$ cat config.mk
export PLATFORM = sky130hd
export DESIGN_NAME = frmt_stage_pipe
export DESIGN_NICKNAME = d
export VERILOG_FILES = /design/src/rtl/fpu_frmt_pkg.sv /design/src/rtl/skid_buf.sv /design/src/rtl/frmt_stage_pipe.sv
export SDC_FILE = /design/constraint.sdc
export NUM_CORES = 1
export LEC_CHECK = 0
export ABC_AREA = 1
export BUFFER_PORTS_ARGS = -buffer_cell sky130_fd_sc_hd__buf_2
export CORE_UTILIZATION = 40
export CTS_CLUSTER_DIAMETER = 100
export CTS_CLUSTER_SIZE = 20
export DETAILED_ROUTE_END_ITERATION = 10
export PLACE_DENSITY = 0.59
export SLEW_MARGIN = 25
export SYNTH_ARGS = -nofsm -noshare
export SYNTH_HDL_FRONTEND = slang
export SYNTH_HIERARCHICAL = 1
export SYNTH_SLANG_ARGS = --single-unit
$ cat constraint.sdc
create_clock -name clk -period 3.2 [get_ports clk]
set_input_delay 0.32 -clock clk [delete_from_list [all_inputs] [get_ports clk]]
set_output_delay 0.32 -clock clk [all_outputs]
set_load 0.1 [all_outputs]
$ cat src/rtl/fpu_frmt_pkg.sv
// Shared definitions for the FPU result formatting stage.
// Flag positions, field masks and the IEEE word packer.
package fpu_frmt_pkg;

  localparam int FLG_INV = 2;
  localparam int FLG_OVF = 1;
  localparam int FLG_UNF = 0;
  localparam int MAXW    = 64;

  function automatic logic [MAXW-1:0] ones(input int n);
    return (MAXW'(1) << n) - MAXW'(1);
  endfunction

  function automatic logic [MAXW-1:0] exp_max(input int ew);
    return ones(ew);
  endfunction

  function automatic logic [MAXW-1:0] qnan_sgf(input int sw);
    return MAXW'(1) << (sw - 1);
  endfunction

  // Data follows inv > ovf > unf even when several flags are set.
  function automatic logic [MAXW-1:0] fmt_word(
    input int               ew,
    input int               sw,
    input logic             sign,
    input logic [MAXW-1:0]  exp,
    input logic [MAXW-1:0]  sgf,
    input logic [2:0]       flags
  );
    logic            s;
    logic [MAXW-1:0] e;
    logic [MAXW-1:0] m;
    s = sign;
    e = exp & ones(ew);
    m = sgf & ones(sw);
    priority case (1'b1)
      flags[FLG_INV]: begin
        s = 1'b0;
        e = exp_max(ew);
        m = qnan_sgf(sw);
      end
      flags[FLG_OVF]: begin
        e = exp_max(ew);
        m = '0;
      end
      flags[FLG_UNF]: begin
        e = '0;
        m = '0;
      end
      default: ;
    endcase
    return (MAXW'(s) << (ew + sw)) | (e << sw) | m;
  endfunction

endpackage

$ cat src/rtl/skid_buf.sv
// Generic 2-entry valid/ready register slice.
// Output register plus one skid entry; ready_o is registered.
module skid_buf #(
  parameter int W = 8
) (
  input  logic         clk,
  input  logic         rst,
  input  logic         valid_i,
  output logic         ready_o,
  input  logic [W-1:0] data_i,
  output logic         valid_o,
  input  logic         ready_i,
  output logic [W-1:0] data_o
);

  logic         out_v;
  logic         skid_v;
  logic [W-1:0] out_d;
  logic [W-1:0] skid_d;
  logic         in_fire;
  logic         load;

  assign in_fire = valid_i & ~skid_v;
  assign load    = ~out_v | ready_i;

  always_ff @(posedge clk) begin
    if (!rst) begin
      out_v  <= 1'b0;
      skid_v <= 1'b0;
      out_d  <= '0;
      skid_d <= '0;
    end else if (load) begin
      if (skid_v) begin
        out_d  <= skid_d;
        out_v  <= 1'b1;
        skid_v <= 1'b0;
      end else begin
        out_v <= in_fire;
        if (in_fire) out_d <= data_i;
      end
    end else if (in_fire) begin
      skid_v <= 1'b1;
      skid_d <= data_i;
    end
  end

  assign ready_o = ~skid_v;
  assign valid_o = out_v;
  assign data_o  = out_d;

endmodule

$ cat src/rtl/frmt_stage_pipe.sv
// Final add/sub formatting stage: IEEE packing, exception forcing,
// skid-buffered handshake, sticky flags and saturating result count.
module frmt_stage_pipe
  import fpu_frmt_pkg::*;
#(
  parameter int W    = 32,
  parameter int EW   = 8,
  parameter int SW   = 23,
  parameter int CNTW = 16
) (
  input  logic            clk,
  input  logic            rst,
  input  logic            valid_i,
  output logic            ready_o,
  input  logic            overflow_flag,
  input  logic            underflow_flag,
  input  logic            nan_flag,
  input  logic            sign_i,
  input  logic [EW-1:0]   exp_ieee_i,
  input  logic [SW-1:0]   sgf_ieee_i,
  output logic            valid_o,
  input  logic            ready_i,
  output logic [W-1:0]    formatted_number,
  output logic [2:0]      flags_o,
  output logic [2:0]      sticky_o,
  input  logic            clr_sticky_i,
  output logic [CNTW-1:0] cnt_o
);

  if (W != 1 + EW + SW) begin : g_width_chk
    $fatal(1, "frmt_stage_pipe: W must equal 1+EW+SW");
  end

  logic [2:0]   flg;
  logic [W-1:0] word;
  logic [W+2:0] in_data;
  logic [W+2:0] out_data;
  logic         xfer;

  always_comb begin
    flg          = '0;
    flg[FLG_INV] = nan_flag;
    flg[FLG_OVF] = overflow_flag;
    flg[FLG_UNF] = underflow_flag;
  end

  assign word = W'(fmt_word(EW, SW, sign_i,
                            MAXW'(exp_ieee_i),
                            MAXW'(sgf_ieee_i), flg));

  assign in_data = {flg, word};

  skid_buf #(.W(W + 3)) u_skid (
    .clk     (clk),
    .rst     (rst),
    .valid_i (valid_i),
    .ready_o (ready_o),
    .data_i  (in_data),
    .valid_o (valid_o),
    .ready_i (ready_i),
    .data_o  (out_data)
  );

  assign formatted_number = out_data[W-1:0];
  assign flags_o          = out_data[W+2:W];
  assign xfer             = valid_o & ready_i;

  // A clear in the same cycle as a transfer keeps only the new flags.
  always_ff @(posedge clk) begin
    if (!rst) begin
      sticky_o <= '0;
      cnt_o    <= '0;
    end else begin
      if (xfer)
        sticky_o <= (clr_sticky_i ? 3'b000 : sticky_o) | flags_o;
      else if (clr_sticky_i)
        sticky_o <= '0;
      if (xfer && (cnt_o != {CNTW{1'b1}}))
        cnt_o <= cnt_o + 1'b1;
    end
  end

endmodule

After elaboration in Yosys (flattened, before gate mapping) --
Index checks and enable logic that the tools add are counted.
Storage, ports and cells: bits in registers 91, input bits 40, output and inout bits 56
Operators by class: add/subtract/negate cells 1, equal/unequal tests 1, multiplexer cells 12, bitwise operators 10, reductions and logical operators 5
Operators by type and width (number):
- two-way mux 35 bit | 2
- two-way mux 23 bit | 3
- OR 32 x 31 -> 32 bit | 1
- OR 32 bit | 1
- two-way mux 8 bit | 3
- adder 16 x 1 -> 16 bit (second input constant) | 1
- inequality test 16 bit (second input constant) | 1
- two-way mux 3 bit | 2
- NOT 1 bit | 4
- AND reduction 2 bit | 2
- OR 3 bit | 1
- bitwise AND 1 bit | 2
- two-way mux 1 bit | 2
- nonzero test 2 bit | 1
- OR reduction 2 bit | 1
- logical AND 1 bit | 1
- OR 1 bit | 1

Logic depth before layout (Yosys ltp) --
Gate-level depths: netlist of the first run.
word-level depth 7, gate-level depth with buffers 9, gate-level depth less buffers 9

Cells and area by module --
Netlist of the first run, hierarchy kept.
By module, submodules not included:
- skid_buf | instances 1, cells each 539, area each 3443.3 µm², seq. area each 1441.4 µm²
- frmt_stage_pipe | instances 1, cells each 248, area each 1385.1 µm², seq. area each 380.4 µm²

Worst setup path before layout of the first run --
No wires, ideal clock.
path type reg2reg, start register cnt_o[0], end register cnt_o[3], library setup time 119 ps, arrival 2105 ps, data required time 3081 ps, slack 975 ps, cell stages (with the launch flop) 8, clock period less this slack 2225 ps, cells stage by stage dfxtp_1 -> ha_1 -> nand3_2 -> nor2_4 -> nand3b_4 -> buf_6 -> a21oi_1 -> nor2_1
Between the ends: cells in the longest elaborated chain, start to end 2, elaborated cells between the ends (all ways) 3, those cells by class 1 x add/sub; 1 x eq/ne; 1 x reduce/logical
RTL lines:
- start: declaration | RTL line frmt_stage_pipe.sv:27 | output logic [CNTW-1:0] cnt_o
- start signal: assignment | RTL line frmt_stage_pipe.sv:79 | cnt_o <= cnt_o + 1'b1;
- branches (longest 2 deep; another with adder 16 x 1 -> 16 bit)
Parallel ways; which one is timed is not known. A chain may end at the register's enable or synchronous reset.

Worst setup path after layout of the first run --
start register u_skid.skid_v, end output port ready_o
Between the ends: cells in the longest elaborated chain, start to end 1
RTL lines:
- start: declaration | RTL line skid_buf.sv:17 | logic skid_v;
- start signal: assignment | RTL line skid_buf.sv:29 | skid_v <= 1'b0;
- start signal: assignment | RTL line skid_buf.sv:36 | skid_v <= 1'b0;
- start signal: assignment | RTL line skid_buf.sv:42 | skid_v <= 1'b1;
- NOT 1 bit | RTL line skid_buf.sv:47 | assign ready_o = ~skid_v;
- end: declaration | RTL line frmt_stage_pipe.sv:14 | output logic ready_o,
No other way between the ends.

==> results of run 1 <==
## state kept, by name (all words and copies together), names as in the netlist
name	flops
u_skid/valid_o	1
u_skid/data_o	35
u_skid/skid_v	1
cnt_o	16
u_skid/skid_d	35
sticky_o	3
## Yosys cell counts (all sizes together)
| cell type | instances | area (µm²) |
|---|---|---|
| nor3 | 2 | 10.0 |
| nand3 | 52 | 275 |
| a21oi | 14 | 70.1 |
| dfxtp | 91 | 1820 |
| ha | 1 | 12.5 |
| buf | 26 | 205 |
| inv | 107 | 407 |
| o21ai | 46 | 230 |
| nand3b | 1 | 20.0 |
| nand2 | 218 | 853 |
| nand4 | 2 | 12.5 |
| clkbuf | 13 | 58.8 |
| nor2 | 214 | 852 |
## cells by family (layout without fill, tap and decap cells)
logic type,after synthesis,in the layout,synth area share (%)
adders and majority gates,1,1,0.259
and+or+nand+nor,489,489,41.9
AOI/OAI and AO/OA,60,60,6.22
buffers and inverters,146,220,13.9
DFF,91,91,37.7
## worst max-delay path, delay by kind of cell, from the launching register on
family                 cells  cell delay, ns
buffers and inverters      2            0.56
flip-flops                 1            0.45
## per-stage QoR
step	hold WS [ns]	total power [mW]	util, %	cells	area [µm²]
after floorplan	0.454	1.78	-	787	4830
after global placement	0.448	1.87	45.2	988	5250
after detailed placement	0.460	1.88	45.2	988	5250
after CTS	0.243	2.89	47.5	1004	5520
after global routing	0.266	2.98	47.5	1004	5520
final	0.256	2.84	47.5	1004	5520
## layout make-up
class                      count  area share [%]
clock inverter                 2           0.181
sequential                    91            33.0
clock buffer                  14            4.78
timing repair buffer          97            9.11
tap                          143            3.24
multi-input combinational    550            42.3
inverter                     107            7.36
## power by group through the flow
stage                     combinational [mW]  sequential, mW  clock (mW)
after global routing                   0.678            1.24        1.07
after CTS                              0.627            1.23        1.03
after detailed placement               0.626            1.25           0
after global placement                 0.621            1.25           0
final                                  0.623            1.23       0.995
after floorplan                        0.245            1.53           0
## worst max path at each step
stage                                startpoint                        endpoint  slack [ns]  cells past startpoint
floorplan                 cnt_o[0]$_SDFFE_PN0P_           cnt_o[3]$_SDFFE_PN0P_        0.98                      7
finish               u_skid/skid_v$_SDFFE_PP0P_                         ready_o        1.52                      2
detailed placement                     nan_flag  u_skid/data_o[21]$_SDFFE_PN0P_        1.45                      8
global route        u_skid/valid_o$_SDFFE_PN0P_   u_skid/skid_d[9]$_SDFFE_PN0P_        1.36                      5
CTS                  u_skid/skid_v$_SDFFE_PP0P_                         ready_o        1.51                      2
global placement                       nan_flag  u_skid/data_o[21]$_SDFFE_PN0P_        1.45                      8
## layer usage
layer | vias up | wire, µm
met5 | - | 0
met4 | 0 | 202
met3 | 13 | 563
met2 | 97 | 5240
met1 | 2078 | 5210
li1 | 2492 | -
==> metrics.txt, run 1 <==
register area 1820 µm²; vias in the first global route 4340; CP cell instances inv_6, buf_2; DR iter-0 viols 210; sequential fraction of the synthesis area 37.7%; Int Power 1.89 mW; VDD IR-drop max 0.283 mV; Switching Share 33.6%; WHS Endpoint sticky_o[0]$_SDFF_PN0_; Net Sw Power 956 µW; most frequent cells in the layout nand2_1, nor2_1, inv_1, buf_2, dfxtp_1; area occupied by multi-input gates 2340 µm²; drt wl/cell 11.2 µm; initial antenna violation count 0; commonest non-fill, non-tap cell in the layout nand2_1; FF-to-FF path depth 4; clk_skew 0.00454 ns; Syn-to-layout area delta 14.4%; Post-Place Setup Slack 1.45 ns; Hold Buf Count CTS 0; antenna-violating nets left 0; CTS H-tree depth 3; Worst Setup Start Kind flop; maximum clock rate 597 MHz; hold path startpoint clr_sticky_i; WP data required 2.88 ns; Clock transition at path regs 0.06 ns; IO Port Bufs 95; Sinks on Clock Net 91; max-cap violation count 0; fin nets 897; WS Path Type flop to output pin; fillcell total 1282; outcome finished with violations; Tot GR Track Use 19.0%; ANT cells 0; Pleak 2.75 nW; period utilisation layout 52.4%; CTS Buf Count 9; final hold vios 0; CTS tree built; global routing's busiest layer met2; wire length of the first global-routing pass 19400 µm; post_cts resized 0; share of cells above drive strength 1 15.3%; Arr. time, crit path 1.36 ns; slew at the pin with the worst max-slew slack 0.886 ns; flops & latches, synth 91; Hold Path Class primary input to flop; Die H 112 µm; met1 GRT Util 23.3%; Core Region 11600 µm²; crit-path max FO 19; Detailed Routing Iterations Pass 1 8; clock buffer depth 2; setup TNS 0 ns; largest net degree at the start of global routing 71; slowest stage delay, CP 0.45 ns; Via density 4.66; GRT Residual Overflow 0; post-route setup slack 1.52 ns; failing checks design-rule violations; Comb power frac 21.9%; Cells after Synth 787; Detail Placement HPWL 7470 µm; Rows 39; Netlist cell types 25; Mapped Area 4830 µm²; postcts setup bufs 0; RSZ-0062 raised after global routing no; Reg-to-Reg End u_skid/data_o[34]$_SDFFE_PN0P_; Routed WL 11200 µm; Mapped Avg Cell Area 6.14 µm²; R2R Setup Slk 1.55 ns; Slew HR 40.8%; initial core utilization 41.6%; # IOs 96; syn_nets 828; Ys Warns 6; Slew Viols, Final 0; Clock Tree Root clkbuf_16; Worst Setup End Kind output pin; endpoints failing setup 0; Worst path slowest cell dfxtp_2; clock latency on the worst-skew pair 0.34 ns; routing usage on met3 3.48%; Clock power frac 35.0%; Flop pwr share 43.1%; gpl congestion 0.871; routed vias 4680; Cell Pwr Density 515 nW/µm²; DRC viols 4; reg2reg start u_skid/skid_v$_SDFFE_PP0P_; die footprint 12500 µm²; global routing usage on met2 32.3%; Hold Path Stages 4; post-layout min period 1.68 ns; Die X 112 µm
(Power assumes the default switching activity.)
==> inputs of run 2 (changes only) <==
clock period = 1.6 ns   (was 3.2 ns; I/O delays follow)
==> metrics.txt, run 2 (synthesized netlist as in run 1, its figures left out) <==
outcome finished with violations; failing checks design-rule violations; ANT cells 0; drt wl/cell 11.2 µm; Routed WL 11400 µm; antenna-violating nets left 0; crit-path max FO 5; CTS H-tree depth 3; Slew Viols, Final 0; Detailed Routing Iterations Pass 1 10; Sinks on Clock Net 91; endpoints failing setup 0; WHS Endpoint sticky_o[1]$_SDFF_PN0_; Hold Buf Count CTS 0; WS Path Type flop to flop; RSZ-0062 raised after global routing no; share of cells above drive strength 1 18.3%; die footprint 12500 µm²; IO Port Bufs 95; final hold vios 0; Die H 112 µm; Design Power 5.91 mW; post-layout min period 1.44 ns; Reg-to-Reg End cnt_o[14]$_SDFFE_PN0P_; wire length of the first global-routing pass 19900 µm; Core Region 11600 µm²; post_cts resized 0; VDD IR-drop max 0.491 mV; Worst Setup End Kind flop; GRT Residual Overflow 0; maximum clock rate 694 MHz; R2R Setup Slk 0.16 ns; hold path startpoint clr_sticky_i; CTS tree built; Hold Path Stages 4; WP data required 1.84 ns; fin nets 906; clock buffer depth 2; gpl congestion 0.821; slew at the pin with the worst max-slew slack 0.697 ns; Slew HR 53.5%; commonest non-fill, non-tap cell in the layout nand2_1; # IOs 96; DR iter-0 viols 222; Setup crit start cnt_o[0]$_SDFFE_PN0P_; Rows 39; Cell Pwr Density 1030 nW/µm²; initial antenna violation count 0; period utilisation layout 90.1%; Detail Placement HPWL 7510 µm; clock latency on the worst-skew pair 0.35 ns; routed vias 4637; FF-to-FF path depth 8; setup TNS 0 ns; initial core utilization 41.6%; postcts setup bufs 0; Worst Setup Start Kind flop; Hold Path Class primary input to flop; Clock Tree Root clkbuf_16; CTS Buf Count 9; Syn-to-layout area delta 18.3%; max-cap violation count 0; reg2reg start cnt_o[0]$_SDFFE_PN0P_; Die X 112 µm; DRC viols 3; Via density 4.58; Tot GR Track Use 19.6%; most frequent cells in the layout nand2_1, nor2_1, inv_1, buf_2, dfxtp_1; Clock transition at path regs 0.06 ns; vias in the first global route 4413; clk_skew 0.00480 ns; Arr. time, crit path 1.68 ns; largest net degree at the start of global routing 90; Pleak 2.83 nW
-- run 2: cell count changes in the layout (fill, tap and decap cells not counted), sizes merged --
cell / change
buf: +9
bufinv: +1
clkinv: -1
-- run 2: layout make-up --
| cell class | instances | area [µm²] |
|---|---|---|
| fillers | 1241 | 5900 |
| multi-input cells | 550 | 2350 |
| flip-flops and latches | 91 | 1870 |
| repair buffers | 106 | 608 |
| inverters | 107 | 407 |
| clock buffers | 14 | 264 |
| well taps | 143 | 179 |
| clock inverters | 2 | 35.0 |
-- run 2: where the power goes --
part	internal, mW	total (mW)	switching [mW]	leakage (nW)
clock	1.30	2.19	0.888	0.147
sequential	2.37	2.44	0.0680	0.756
combinational	0.284	1.28	0.996	1.92
-- run 2: worst max-delay path: stages, from the launching register on --
cell	delay, ns
dfxtp_4	0.38
ha_4	0.15
nand3_2	0.12
nor2_2	0.18
nand2_1	0.13
nor2_1	0.17
nand3_1	0.09
nand2_1	0.07
nor2_1	0.04
-- run 2: worst max path at each step --
| stage | end | cells after the start | slack [ns] |
|---|---|---|---|
| after detailed placement | u_skid/data_o[5]$_SDFFE_PN0P_ | 8 | 0.11 |
| after CTS | cnt_o[14]$_SDFFE_PN0P_ | 8 | 0.17 |
| after global routing | cnt_o[14]$_SDFFE_PN0P_ | 8 | 0.01 |
| final | cnt_o[14]$_SDFFE_PN0P_ | 8 | 0.16 |
| after global placement | u_skid/data_o[14]$_SDFFE_PN0P_ | 8 | 0.12 |
| after floorplan | cnt_o[10]$_SDFFE_PN0P_ | 8 | 0.005 |
-- run 2: metal layers --
layer,global-route usage (%),wire length [µm],part of all wire [%],vias up
met5,0,0,0,-
met4,8.56,171,1.5,0
met3,3.97,571,5.0,12
met2,31.8,4980,44,105
met1,25.2,5650,50,2007
li1,-,-,-,2513
-- run 2: through the flow --
| stage | area, µm² | instances | hold WS, ns | worst slack [ns] | util [%] |
|---|---|---|---|---|---|
| floorplan | 4890 | 787 | 0.346 | 0.00503 | - |
| finish | 5710 | 1013 | 0.0938 | 0.159 | 49.2 |
| global route | 5710 | 1013 | 0.110 | 0.00993 | 49.2 |
| CTS | 5710 | 1013 | 0.0830 | 0.167 | 49.2 |
| global placement | 5410 | 997 | 0.439 | 0.121 | 46.6 |
| detailed placement | 5410 | 997 | 0.451 | 0.107 | 46.6 |
